==> src/rtl/serial_subtractor.sv <==
// Bit-serial subtractor: d = x - y, one bit per clock, LSB first, through a single
// full-subtractor cell. A start request captures the operands; the result and the
// borrow out are registered on the edge that enters the one-cycle DONE state.
//
// Ports:
//   clk      rising-edge clock
//   rst_n    asynchronous active-low reset
//   start_i  operation request, honoured only when not busy (IDLE or DONE)
//   x_i      minuend, captured on the accepting edge
//   y_i      subtrahend, captured on the accepting edge
//   busy_o   high while the bit-serial loop is running
//   done_o   one-cycle pulse when d_o/b_o have just been updated
//   d_o      difference modulo 2^WIDTH, holds until the next done
//   b_o      borrow out of bit WIDTH-1 (x < y unsigned), holds with d_o
module serial_subtractor #(
  parameter int unsigned WIDTH = 8
) (
  input  logic             clk,
  input  logic             rst_n,
  input  logic             start_i,
  input  logic [WIDTH-1:0] x_i,
  input  logic [WIDTH-1:0] y_i,
  output logic             busy_o,
  output logic             done_o,
  output logic [WIDTH-1:0] d_o,
  output logic             b_o
);

  localparam int unsigned    CntW    = $clog2(WIDTH + 1);
  localparam logic [CntW-1:0] LastCnt = CntW'(WIDTH - 1);

  typedef enum logic [1:0] {
    StIdle,
    StRun,
    StDone
  } state_e;

  state_e            state_q, state_d;
  logic [WIDTH-1:0]  x_q, x_d;
  logic [WIDTH-1:0]  y_q, y_d;
  logic [WIDTH-1:0]  work_q, work_d;
  logic              borrow_q, borrow_d;
  logic [CntW-1:0]   cnt_q, cnt_d;
  logic [WIDTH-1:0]  d_q, d_d;
  logic              b_q, b_d;

  // Full-subtractor cell and the shifted working register it feeds.
  logic             xb, yb, diff_bit, bout;
  logic [WIDTH-1:0] work_shift;

  always_comb begin
    xb       = x_q[0];
    yb       = y_q[0];
    diff_bit = xb ^ yb ^ borrow_q;
    bout     = (~xb & yb) | (~(xb ^ yb) & borrow_q);

    // Difference bits enter at the MSB so the LSB lands at bit 0 after WIDTH shifts.
    work_shift            = work_q >> 1;
    work_shift[WIDTH-1]   = diff_bit;
  end

  always_comb begin
    state_d  = state_q;
    x_d      = x_q;
    y_d      = y_q;
    work_d   = work_q;
    borrow_d = borrow_q;
    cnt_d    = cnt_q;
    d_d      = d_q;
    b_d      = b_q;

    unique case (state_q)
      StIdle, StDone: begin
        if (start_i) begin
          x_d      = x_i;
          y_d      = y_i;
          work_d   = '0;
          borrow_d = 1'b0;
          cnt_d    = '0;
          state_d  = StRun;
        end else begin
          state_d  = StIdle;
        end
      end
      StRun: begin
        x_d      = x_q >> 1;
        y_d      = y_q >> 1;
        work_d   = work_shift;
        borrow_d = bout;
        cnt_d    = cnt_q + CntW'(1);
        if (cnt_q == LastCnt) begin
          // Publish straight from the cell so the result is valid while done_o is high.
          d_d     = work_shift;
          b_d     = bout;
          state_d = StDone;
        end
      end
      default: state_d = StIdle;
    endcase
  end

  always_ff @(posedge clk or negedge rst_n) begin
    if (!rst_n) begin
      state_q  <= StIdle;
      x_q      <= '0;
      y_q      <= '0;
      work_q   <= '0;
      borrow_q <= 1'b0;
      cnt_q    <= '0;
      d_q      <= '0;
      b_q      <= 1'b0;
    end else begin
      state_q  <= state_d;
      x_q      <= x_d;
      y_q      <= y_d;
      work_q   <= work_d;
      borrow_q <= borrow_d;
      cnt_q    <= cnt_d;
      d_q      <= d_d;
      b_q      <= b_d;
    end
  end

  assign busy_o = (state_q == StRun);
  assign done_o = (state_q == StDone);
  assign d_o    = d_q;
  assign b_o    = b_q;

endmodule
==> config.mk <==
export PLATFORM = sky130hd
export DESIGN_NAME = serial_subtractor
export DESIGN_NICKNAME = d
export VERILOG_FILES = /design/src/rtl/serial_subtractor.sv
export SDC_FILE = /design/constraint.sdc
export NUM_CORES = 1
export LEC_CHECK = 0
export ABC_CLOCK_PERIOD_IN_PS = 4700
export CORE_UTILIZATION = 42
export DETAILED_ROUTE_END_ITERATION = 10
export HOLD_SLACK_MARGIN = 0.15
export PLACE_DENSITY = 0.65
export SLEW_MARGIN = 20
export SYNTH_ARGS = -nofsm -noshare
export SYNTH_HDL_FRONTEND = slang
export SYNTH_SLANG_ARGS = --single-unit
==> constraint.sdc <==
create_clock -name clk -period 4.7 [get_ports clk]
set_input_delay 0.47 -clock clk [delete_from_list [all_inputs] [get_ports clk]]
set_output_delay 0.47 -clock clk [all_outputs]
set_load 0.01 [all_outputs]
## Word-level counts from Yosys, hierarchy flattened

Cells that the tools add are included.

| cells by class | value |
|---|---|
| add/sub/neg operators | 1 |
| multipliers | 0 |
| div/mod/pow operators | 0 |
| $lt $le $gt $ge | 0 |
| equal/unequal tests | 5 |
| shifts and indexed selects | 0 |
| mux-type cells | 13 |
| bitwise gates (word level) | 7 |
| reduce and logical (&&, ||, !) cells | 5 |

Operators by type and width:

| kind | count |
|---|---|
| $pmux 8 s2 | 3 |
| $mux 8 | 3 |
| $pmux 4 s2 | 1 |
| $add 4x1->4 const B | 1 |
| $eq 4x3->1 const B | 1 |
| $mux 4 | 1 |
| $pmux 2 s2 | 1 |
| $reduce_and 2->1 | 2 |
| $and 1x1->1 | 2 |
| $eq 2x1->1 const B | 1 |
| $eq 2x2->1 const B | 1 |
| $logic_not 2->1 | 1 |
| $mux 1 | 2 |
| $mux 2 | 1 |
| $ne 2x1->1 const B | 1 |
| $ne 2x2->1 const B | 1 |
| $not 1->1 | 2 |
| $pmux 1 s2 | 1 |
| $reduce_bool 2->1 | 1 |
| $reduce_or 2->1 | 1 |
| $xor 1x1->1 | 2 |
| $or 1x1->1 | 1 |

| storage, ports and cells | value |
|---|---|
| register bits after elaboration | 40 |
| bits in latches | 0 |
| RAM bits | 0 |
| bits in read-only memories | 0 |
| word-level logic and storage cells | 39 |
| memories kept | 0 |

## Logic depth before layout (Yosys ltp)

Gate-level depths: netlist of the first run.

| logic depth | value |
|---|---|
| depth in word-level cells | 5 |
| depth in mapped cells | 7 |
| depth with buffers taken out | 4 |

## Worst setup path after synthesis of the first run

OpenSTA, ideal clock, no wires.

| timing path | value |
|---|---|
| path kind | register -> output |
| from | register state_q[1] |
| to | output busy_o |
| arrival time | 1060 ps |
| required time | 4230 ps |
| setup slack | 3170 ps |
| cell stages (with the launch flop) | 6 |
| path buffers | 3 |
| path through | dfrtp_1 -> nand2b_1 -> buf_6 -> inv_1 -> buf_2 -> buf_2 |

| between the ends | value |
|---|---|
| longest elaborated chain between the ends | 1 |

Ends and longest elaborated chain:

| item | line | text |
|---|---|---|
| start: declaration | 38 | `state_e state_q, state_d;` |
| start signal: assignment | 104 | `state_q <= StIdle;` |
| start signal: assignment | 113 | `state_q <= state_d;` |
| $eq 2x1->1 | 124 | `assign busy_o = (state_q == StRun);` |
| end: declaration | 23 | `output logic busy_o,` |

Every way passes these cells.

## Worst setup path in the final report of the first run

Same ends and word-level chain as after synthesis.

==> results of run 1 <==
placed cells by master, fill, tap and decap left out, types with 2 or more instances in the layout:
cell type,count
sky130_fd_sc_hd__a22o_1,11
sky130_fd_sc_hd__a22oi_1,13
sky130_fd_sc_hd__clkbuf_8,5
sky130_fd_sc_hd__clkdlybuf4s50_1,28
sky130_fd_sc_hd__dfrtp_1,39
sky130_fd_sc_hd__inv_1,4
sky130_fd_sc_hd__mux2_2,8
sky130_fd_sc_hd__mux2i_1,3
sky130_fd_sc_hd__nand2_1,16
sky130_fd_sc_hd__nand2b_1,2
sky130_fd_sc_hd__nand3_1,13
sky130_fd_sc_hd__nor2_1,2
sky130_fd_sc_hd__nor2b_1,2
where the power goes:
part / leakage, nW / switching, mW / internal [mW] / total [mW]
combinational: 0.371 / 0.243 / 0.250 / 0.493
clock: 0.0371 / 0.0998 / 0.0987 / 0.199
sequential: 0.496 / 0.0913 / 0.485 / 0.577
total: 0.905 / 0.435 / 0.834 / 1.27
stage by stage:
step / hold WS, ns / worst slack, ns / std cells
3_5_place_dp: 0.480 / 1.92 / 200
5_1_grt: 0.362 / 1.41 / 206
3_3_place_gp: 0.475 / 1.95 / 200
2_1_floorplan: 0.174 / 3.17 / 132
4_1_cts: 0.308 / 1.59 / 206
6_report: 0.286 / 1.62 / 206
how the worst max path moves through the flow:
stage	from	to	slack, ns	depth (start not counted)
global placement	state_q[1]	busy_o	1.95	3
floorplan	state_q[1]	busy_o	3.17	5
CTS	state_q[1]	busy_o	1.59	3
global route	state_q[1]	busy_o	1.41	3
detailed placement	state_q[1]	busy_o	1.92	3
finish	state_q[1]	busy_o	1.62	3
cell families (layout without fill, tap and decap cells):
logic type      count (synthesis)  after routing  share of synthesized area [%]
mux                            11             11                           7.46
compound gates                 27             27                           13.5
xor+xnor                        1              1                          0.544
flops                          39             39                           60.6
simple gates                   39             39                           12.0
fa+ha+maj                       2              2                           2.02
buf+inv                        13             39                           3.88
worst max-delay path: stages, from the launching register on:
cell	delay [ns]
sky130_fd_sc_hd__dfrtp_1	0.37
sky130_fd_sc_hd__nand2b_1	0.46
sky130_fd_sc_hd__inv_1	0.81
sky130_fd_sc_hd__clkdlybuf4s50_1	0.68
metal layers:
layer  wire, um  share of wire [%]  vias to the layer above  global-route usage (%)
met5          0                  0                        -                       0
met4         57                1.9                        0                    8.52
met3        204                6.9                        5                    6.25
met2       1330                 45                       45                    25.5
met1       1350                 46                      546                    22.7
li1           -                  -                      525                       -
state kept, by name, summed over array words and instances, names as in the netlist:
signal and count:
work_q 7, cnt_q 4, state_q 2, d_o 8, y_q 8, x_q 8
borrow_q 1, b_o 1
layout make-up:
class | count | area, sq um | area share, %
Sequential cell | 39 | 976 | 49.3
Multi-Input combinational cell | 80 | 572 | 28.9
Timing Repair Buffer | 29 | 285 | 14.4
Clock buffer | 6 | 72.6 | 3.66
Tap cell | 48 | 60.1 | 3.03
Inverter | 4 | 15.0 | 0.758
cells in the mapped netlist:
cell type,instances
sky130_fd_sc_hd__xnor2_1,1
sky130_fd_sc_hd__nand4_1,1
sky130_fd_sc_hd__nand2b_1,2
sky130_fd_sc_hd__o21ai_0,1
sky130_fd_sc_hd__a22oi_1,13
sky130_fd_sc_hd__ha_1,1
sky130_fd_sc_hd__a221o_1,1
sky130_fd_sc_hd__mux2i_1,3
sky130_fd_sc_hd__clkbuf_1,2
sky130_fd_sc_hd__fa_1,1
sky130_fd_sc_hd__nor2b_1,2
sky130_fd_sc_hd__buf_6,1
sky130_fd_sc_hd__nor3_1,1
sky130_fd_sc_hd__and2b_1,1
sky130_fd_sc_hd__a22o_1,11
sky130_fd_sc_hd__nand3_1,13
sky130_fd_sc_hd__o2bb2ai_1,1
sky130_fd_sc_hd__dfrtp_1,39
sky130_fd_sc_hd__nor2_1,2
sky130_fd_sc_hd__nor3_4,1
sky130_fd_sc_hd__buf_1,1
sky130_fd_sc_hd__nand2_1,16
sky130_fd_sc_hd__inv_1,4
sky130_fd_sc_hd__buf_2,5
sky130_fd_sc_hd__mux2_2,8
==> Implementation_results.wiki, run 1 <==
{| class="wikitable"
! Metric !! Value
|-
| Worst Clk Skew || between 0.005 and 0.006 ns
|-
| Die Outline Area || approximately 4100 sq um
|-
| Net total in the final layout || 180
|-
| Overall track demand over capacity in global routing || 17.4%
|-
| Number of optimization iterations in the first detailed-route pass || 7
|-
| Yosys warning total || 0
|-
| Mapped Area || 1610 sq um
|-
| Maximum clock path buffer count || 2
|-
| Antenna fix cells || 0
|-
| Worst path arrival time || ~2.6 ns
|-
| WS Path Type || flop to output pin
|-
| Mean routed wirelength per cell || ~14 um
|-
| Share of the core filled with cells || 54.1%
|-
| LEAKAGE || between 0.9 and 1 nW
|-
| Mean Syn Cell Area || roughly 12 sq um
|-
| Total CTS buffers || 5
|-
| Chip height || ~64 um
|-
| Pin count of the biggest net entering global routing || 40
|-
| Syn Inst Count || ~130
|-
| # Max-Cap Violations || 0
|-
| Area of the core region || approximately 3700 sq um
|-
| RD Place Congestion || around 0.78
|-
| HPWL after DPL || approximately 2.0 mm
|-
| Vias || 1121
|-
| Kind of capture point of the worst setup path || output pin
|-
| 1st-iter DRT viols || about 50
|-
| Number of global-route vias before repair || 1087
|-
| Number of hold-slack violations in the final timing report || 0
|-
| Endpoint required time on the critical path || around 4.2 ns
|-
| FP Rows || 22
|-
| Tot Pwr || around 1.3 mW
|-
| Peak Freq || about 0.32 GHz
|-
| Path class of the lowest-slack min-delay path || input port to async pin
|-
| Flops & latches, synth || 39
|-
| Clock latency of the later-clocked register in the worst-skew pair || roughly 0.28 ns
|-
| Total wire length || 2.94 mm
|-
| Number of buffer cells added on primary ports || 29
|-
| Setup repair bufs after CTS || 0
|-
| Unrepaired setup endpoints after global routing || false
|-
| Total global routing overflow || 0
|-
| Post-cts resize count || 0
|-
| Worst-path clk slew || around 0.07 ns
|-
| Cts hold-fix bufs || 0
|-
| Initial Utilization || 44.0%
|-
| Sequential cell area fraction in the yosys report || between 60% and 70%
|-
| Placed standard-cell area || about 1900 sq um
|-
| Setup violators final || 0
|-
| Number of H-tree levels || 2
|-
| R2r worst-path depth || 4
|-
| Number of distinct standard cells referenced by the synthesized netlist || 25
|-
| Sink count of the clock tree || 39
|-
| Startpoint of the most critical register-to-register path || state_q[0]
|-
| Outcome || completed
|-
| Post-detailed-route via-to-cell ratio || approximately 5.4
|-
| Slew HR || between 40% and 50%
|-
| Initial antenna violation count || 0
|-
| Peak VDD IR || 0.000229 V
|-
| Final worst path period share || roughly two thirds
|-
| Shortest clock period the worst path allows after layout || a little over 3 ns
|-
| Layout cells sized above 1 || 9.49%
|-
| Cell taking the most area after synthesis || sky130_fd_sc_hd__dfrtp_1
|-
| DRC errors left || 0
|-
| Highest net fanout along the worst path || 29
|-
| Global-route wire length before repair || 5.18 mm
|-
| Most area-consuming cells after synthesis || sky130_fd_sc_hd__dfrtp_1, sky130_fd_sc_hd__a22oi_1, sky130_fd_sc_hd__a22o_1, sky130_fd_sc_hd__mux2_2, sky130_fd_sc_hd__nand3_1
|-
| Layout overhead on the synthesized area || 23.0%
|-
| Final instance area || 1980 sq um
|-
| Boundary Pins || 30
|-
| End of the worst register-to-register path || work_q[7]
|-
| Die X || around 64 um
|-
| Reg2reg setup slack || about 2.1 ns
|-
| Power per cell area || between 600 and 700 nW/um^2
|-
| Library cell used as clock root buffer || sky130_fd_sc_hd__clkbuf_8
|-
| Final ANT Viol Nets || 0
|-
| Nets in the synthesized netlist || about 150
|-
| Final slew viol count || 0
|-
| Transition time at the pin with the least slew margin || ~0.85 ns
|-
| Fin Setup TNS || 0 ns
|-
| Critical path startpoint category || flop
|-
| Area share of the leading cell type in the synthesized netlist || between 60 and 70%
|-
| Fill cell count || between 300 and 400
|-
| CTS tree || done
|}
(Power assumes the default switching activity.)
==> inputs of run 2 (changes only) <==
- ABC_CLOCK_PERIOD_IN_PS: 4700 -> 3100
- clock period: 4.7 -> 3.1 ns (I/O delays scaled with it)
==> run 2 against run 1 <==
Global-route usage up 0.62 points. Clock power increased by 150%. Clock skew decreased by 0.0011 ns. Via count grew 2.5%. Flip-flop and latch count stayed put. Critical path depth grew 1. Critical endpoint unchanged. Highest routed layer unchanged. Die area unchanged.
==> Implementation_results.wiki, run 2 (synthesis gave the netlist of run 1 again) <==
{| class="wikitable"
! Metric !! Value
|-
| Outcome || completed
|-
| Pin count of the biggest net entering global routing || 40
|-
| Vias || ~1100
|-
| Fill cell count || roughly 330
|-
| Critical path startpoint || state_q[1]
|-
| Chip height || approximately 64 um
|-
| Setup violators final || 0
|-
| Leading cell type in the layout, fill and taps excluded || sky130_fd_sc_hd__dfrtp_1
|-
| Seq pwr share || about two fifths
|-
| Highest net fanout along the worst path || 17
|-
| DRC errors left || 0
|-
| Global-route wire length before repair || ~5.5 mm
|-
| Final ANT Viol Nets || 0
|-
| Critical path startpoint category || flop
|-
| Internal power consumption || 1.46 mW
|-
| Gate power share || around 36%
|-
| Initial antenna violation count || 0
|-
| Initial Utilization || a little over two fifths
|-
| Switching fraction of total power || roughly a third
|-
| Startpoint of the tightest hold check path || d_o[6]
|-
| Worst Clk Skew || 0.00429 ns
|-
| Number of buffer cells added on primary ports || 29
|-
| Fin Setup TNS || 0 ns
|-
| Tot Pwr || around 2.2 mW
|-
| 1st-iter DRT viols || 52
|-
| CTS tree || done
|-
| Share of total power in the clock network || roughly 23%
|-
| FP Rows || 22
|-
| Layout cells sized above 1 || between 10 and 15%
|-
| Worst-path clk slew || about 0.07 ns
|-
| Total wire length || about 3.1 mm
|-
| Number of hold-slack violations in the final timing report || 0
|-
| Final worst path period share || a little under three quarters
|-
| Number of cells on the worst hold path || 1
|-
| Number of H-tree levels || 2
|-
| Antenna fix cells || 0
|-
| Ordered cell list for the critical path || nand2b_1 -> buf_4 -> inv_1 -> clkdlybuf4s50_1
|-
| Startpoint of the most critical register-to-register path || state_q[0]
|-
| Number of buffers and inverters on the critical path || 3
|-
| Area of the core region || ~3700 sq um
|-
| LEAKAGE || between 0.9 and 1 nW
|-
| Power per cell area || between 1000 and 1500 nW/um^2
|-
| Levels on crit path || 4
|-
| Final slew viol count || 0
|-
| Total global routing overflow || 0
|-
| Commonest cells after routing, fill and taps aside || sky130_fd_sc_hd__dfrtp_1, sky130_fd_sc_hd__clkdlybuf4s50_1, sky130_fd_sc_hd__nand2_1
|-
| Path class of the lowest-slack min-delay path || flop to flop
|-
| # Max-Cap Violations || 0
|-
| Peak Freq || 0.451 GHz
|-
| Longest individual stage delay on the worst path || between 0.6 and 0.7 ns
|-
| Cts hold-fix bufs || 1
|-
| WS Path Type || flop to output pin
|-
| R2r worst-path depth || 6
|-
| Slew HR || 43.9%
|-
| Shortest clock period the worst path allows after layout || 2.22 ns
|-
| Worst path arrival time || roughly 1.9 ns
|-
| Die Outline Area || between 4000 and 5000 sq um
|-
| Highest-delay cell along the critical path || sky130_fd_sc_hd__clkdlybuf4s50_1
|-
| Transition time at the pin with the least slew margin || 0.841 ns
|-
| RD Place Congestion || roughly 0.8
|-
| Boundary Pins || 30
|-
| Setup repair bufs after CTS || 0
|-
| Unrepaired setup endpoints after global routing || false
|-
| Number of global-route vias before repair || 1170
|-
| Switching power summed over all nets || about 0.69 mW
|-
| Total CTS buffers || 5
|-
| Overall track demand over capacity in global routing || 18.0%
|-
| HPWL after DPL || about 2.1 mm
|-
| Library cell used as clock root buffer || sky130_fd_sc_hd__clkbuf_8
|-
| Kind of capture point of the worst setup path || output pin
|-
| Sink count of the clock tree || 39
|-
| Post-detailed-route via-to-cell ratio || about 5.4
|-
| Maximum clock path buffer count || 2
|-
| Net total in the final layout || 184
|-
| Die X || around 64 um
|-
| CP top delay family || buffers and inverters
|-
| Layout overhead on the synthesized area || 28.7%
|-
| Peak VDD IR || 0.000419 V
|-
| Post-cts resize count || 0
|-
| Mean routed wirelength per cell || about 15 um
|-
| Clock latency of the later-clocked register in the worst-skew pair || about 0.29 ns
|-
| Minimum hold slack || 0.506 ns
|-
| Number of optimization iterations in the first detailed-route pass || 4
|-
| Endpoint required time on the critical path || roughly 2.8 ns
|}
==> run 2: worst reg2reg max path: stages (launching register included) <==
cell and delay (ns):
sky130_fd_sc_hd__dfrtp_1 0.39, sky130_fd_sc_hd__nand2b_1 0.08, sky130_fd_sc_hd__buf_4 0.23, sky130_fd_sc_hd__inv_1 0.21
sky130_fd_sc_hd__buf_4 0.27, sky130_fd_sc_hd__nor2_1 0.58, sky130_fd_sc_hd__a22o_1 0.23
==> run 2: layout make-up <==
class | count | area, sq um | share of cell area (%)
clock buffers | 6 | 72.6 | 3.50
clock inverters | 2 | 60.1 | 2.90
flip-flops and latches | 39 | 976 | 47.1
inverters | 4 | 15.0 | 0.724
well taps | 48 | 60.1 | 2.90
multi-input cells | 80 | 572 | 27.6
repair buffers | 33 | 318 | 15.3
==> run 2: worst paths after layout <==
kind	to	slack (ns)
max	busy_o	0.88
min reg2reg	d_o[6]	0.51
max in group asynchronous	y_q[2]	1.92
max reg2reg	x_q[7]	1.05
min in group asynchronous	d_o[0]	0.65
min	d_o[6]	0.51
==> run 2: stage by stage <==
step	utilization (%)	worst slack, ns	instance area, sq um	cells
6_report	56.6	0.882	2070	212
3_3_place_gp	52.7	1.18	1930	203
5_1_grt	56.6	0.743	2070	212
2_1_floorplan	-	1.64	1610	132
4_1_cts	56.6	0.870	2070	212
3_5_place_dp	52.7	1.08	1930	203
==> run 2: per-layer routing <==
layer / wire length, um / GRT usage (%) / vias up
met4: 72 / 9.94 / 0
met1: 1410 / 22.5 / 564
met3: 197 / 4.64 / 8
li1: - / - / 536
met2: 1460 / 28.5 / 41
met5: 0 / 0 / -
==> run 2: power groups by stage <==
| stage | combinational [mW] | clock, mW | sequential [mW] |
|---|---|---|---|
| global placement | 0.762 | 0 | 0.875 |
| detailed placement | 0.786 | 0 | 0.881 |
| finish | 0.780 | 0.496 | 0.876 |
| CTS | 0.789 | 0.507 | 0.875 |
| global route | 0.865 | 0.528 | 0.905 |
| floorplan | 0.529 | 0 | 0.872 |
==> inputs of run 3 (changes only) <==
- ABC_CLOCK_PERIOD_IN_PS: 3100 -> 1810
- PLACE_DENSITY: 0.65 -> 0.68
- clock period: 3.1 -> 1.81 ns (I/O delays scaled with it)
==> run 3 against run 2 <==
Register-to-register slack worse by 0.85 ns. Global-route usage down 0.55 points. Sequential share of layout area up 0.31 points. Final cell count up 1.9%. Clock skew up 0.0015 ns. Flip-flop and latch count unchanged. Wire length up 2.8%. Total power up 61%. Design area down 0.66%. Non-clock buffer count up 4. Largest cell class unchanged. Largest power group unchanged.
==> Implementation_results.wiki, run 3 (synthesis gave the netlist of run 1 again) <==
{| class="wikitable"
! Metric !! Value
|-
| Initial Utilization || a little over two fifths
|-
| Final slew viol count || 0
|-
| Slew HR || between 60% and 70%
|-
| HPWL after DPL || roughly 2.3 mm
|-
| Number of optimization iterations in the first detailed-route pass || 4
|-
| Library cell used as clock root buffer || sky130_fd_sc_hd__clkbuf_8
|-
| Number of buffer cells added on primary ports || 29
|-
| Tot Pwr || around 3.5 mW
|-
| # Max-Cap Violations || 0
|-
| Kind of capture point of the worst setup path || output pin
|-
| Die X || 63.9 um
|-
| Overall track demand over capacity in global routing || around 17%
|-
| Setup violators final || 0
|-
| Share of total power in the clock network || 15.9%
|-
| Post-detailed-route via-to-cell ratio || roughly 5.4
|-
| Internal power consumption || around 2.3 mW
|-
| Die Outline Area || around 4100 sq um
|-
| Unrepaired setup endpoints after global routing || false
|-
| Commonest cells after routing, fill and taps aside || sky130_fd_sc_hd__dfrtp_1, sky130_fd_sc_hd__clkdlybuf4s50_1, sky130_fd_sc_hd__nand2_1
|-
| Critical path startpoint category || flop
|-
| Power per cell area || around 1700 nW/um^2
|-
| Seq pwr share || between 40 and 50%
|-
| Total CTS buffers || 5
|-
| Layout cells sized above 1 || between 10 and 15%
|-
| Final ANT Viol Nets || 0
|-
| RD Place Congestion || between 0.7 and 0.8
|-
| Pin count of the biggest net entering global routing || 40
|-
| Chip height || 63.9 um
|-
| Peak Freq || about 0.6 GHz
|-
| Mean routed wirelength per cell || ~15 um
|-
| Number of H-tree levels || 2
|-
| Total global routing overflow || 0
|-
| Share of the core filled with cells || 56.3%
|-
| Switching power summed over all nets || 1.20 mW
|-
| Global-route wire length before repair || about 5.4 mm
|-
| Layout overhead on the synthesized area || 27.9%
|-
| WS Path Type || flop to output pin
|-
| Maximum clock path buffer count || 2
|-
| Shortest clock period the worst path allows after layout || around 1.7 ns
|-
| Outcome || completed
|-
| Fill cell count || about 330
|-
| Net total in the final layout || 188
|-
| Switching fraction of total power || 34.6%
|-
| Final worst path period share || a little over nine tenths
|-
| Worst-path clk slew || approximately 0.07 ns
|-
| Number of global-route vias before repair || 1140
|-
| Highest net fanout along the worst path || 8
|-
| Fin Setup TNS || 0 ns
|-
| 1st-iter DRT viols || 53
|-
| Worst path arrival time || between 1.5 and 2 ns
|-
| Number of hold-slack violations in the final timing report || 0
|-
| Total wire length || between 3 and 4 mm
|-
| CTS tree || done
|-
| Leading cell type in the layout, fill and taps excluded || sky130_fd_sc_hd__dfrtp_1
|-
| Initial antenna violation count || 0
|-
| Vias || 1175
|-
| Worst Clk Skew || ~0.0058 ns
|-
| Gate power share || 40.4%
|-
| FP Rows || 22
|-
| Boundary Pins || 30
|-
| DRC errors left || 0
|-
| LEAKAGE || around 0.95 nW
|-
| Sink count of the clock tree || 39
|-
| Antenna fix cells || 0
|-
| Path class of the lowest-slack min-delay path || input port to async pin
|-
| Endpoint required time on the critical path || 1.63 ns
|-
| Clock latency of the later-clocked register in the worst-skew pair || 0.28 ns
|-
| Transition time at the pin with the least slew margin || around 0.55 ns
|-
| Area of the core region || approximately 3700 sq um
|-
| Peak VDD IR || between 0.0007 and 0.0008 V
|}
run 3: power by group through the flow:
stage / combinational, mW / clock [mW] / sequential [mW]
after floorplan: 0.906 / 0 / 1.49
after global placement: 1.34 / 0 / 1.50
after detailed placement: 1.39 / 0 / 1.52
after CTS: 1.40 / 0.568 / 1.51
after global routing: 1.54 / 0.609 / 1.56
final: 1.40 / 0.550 / 1.51
run 3: path summary, 6_finish.rpt:
| check | depth (start not counted) | endpoint | slack [ns] | start |
|---|---|---|---|---|
| max in group asynchronous | 3 | d_o[2] | 0.99 | rst_n |
| hold reg to reg | 1 | borrow_q | 0.50 | borrow_q |
| hold / removal | 3 | d_o[1] | 0.47 | rst_n |
| setup / recovery | 3 | busy_o | 0.12 | state_q[1] |
| min in group clk | 3 | x_q[2] | 0.50 | x_i[2] |
| setup reg to reg | 4 | d_o[2] | 0.20 | cnt_q[0] |
run 3: worst max-delay path, cell delays in order (launching register included):
cell and delay [ns]:
sky130_fd_sc_hd__dfrtp_1 0.38, sky130_fd_sc_hd__nand2b_4 0.18, sky130_fd_sc_hd__inv_1 0.11, sky130_fd_sc_hd__clkdlybuf4s50_1 0.55
run 3: layout make-up:
type / count / area (sq um) / share of cell area [%]
clock buffers: 7 / 76.3 / 3.71
clock inverters: 1 / 5.00 / 0.243
inverters: 4 / 15.0 / 0.729
multi-input cells: 80 / 579 / 28.1
flip-flops and latches: 39 / 976 / 47.4
well taps: 48 / 60.1 / 2.92
repair buffers: 37 / 348 / 16.9
run 3: repair_timing:
action,in CTS,in global routing
resized for setup,1,1
hold buffers,1,0
hold endpoints to repair,39,0
setup endpoints to repair,1,1
setup buffers,0,0
run 3: per-layer routing:
layer  track usage [%]  vias to the layer above  part of all wire, %
li1                  -                      542                    -
met1              23.2                      580                   45
met2              27.1                       46                   48
met3              3.93                        7                  5.5
met4              8.24                        0                  1.6
met5                 0                        -                    0
run 3: through the flow:
step	cells	instance area, sq um	hold WS (ns)	worst slack (ns)
2_1_floorplan	132	1610	-0.115	0.349
3_3_place_gp	207	1960	0.256	0.199
3_5_place_dp	207	1960	0.258	0.120
4_1_cts	216	2050	0.495	0.0129
5_1_grt	216	2060	0.512	0.0414
6_report	216	2060	0.474	0.115
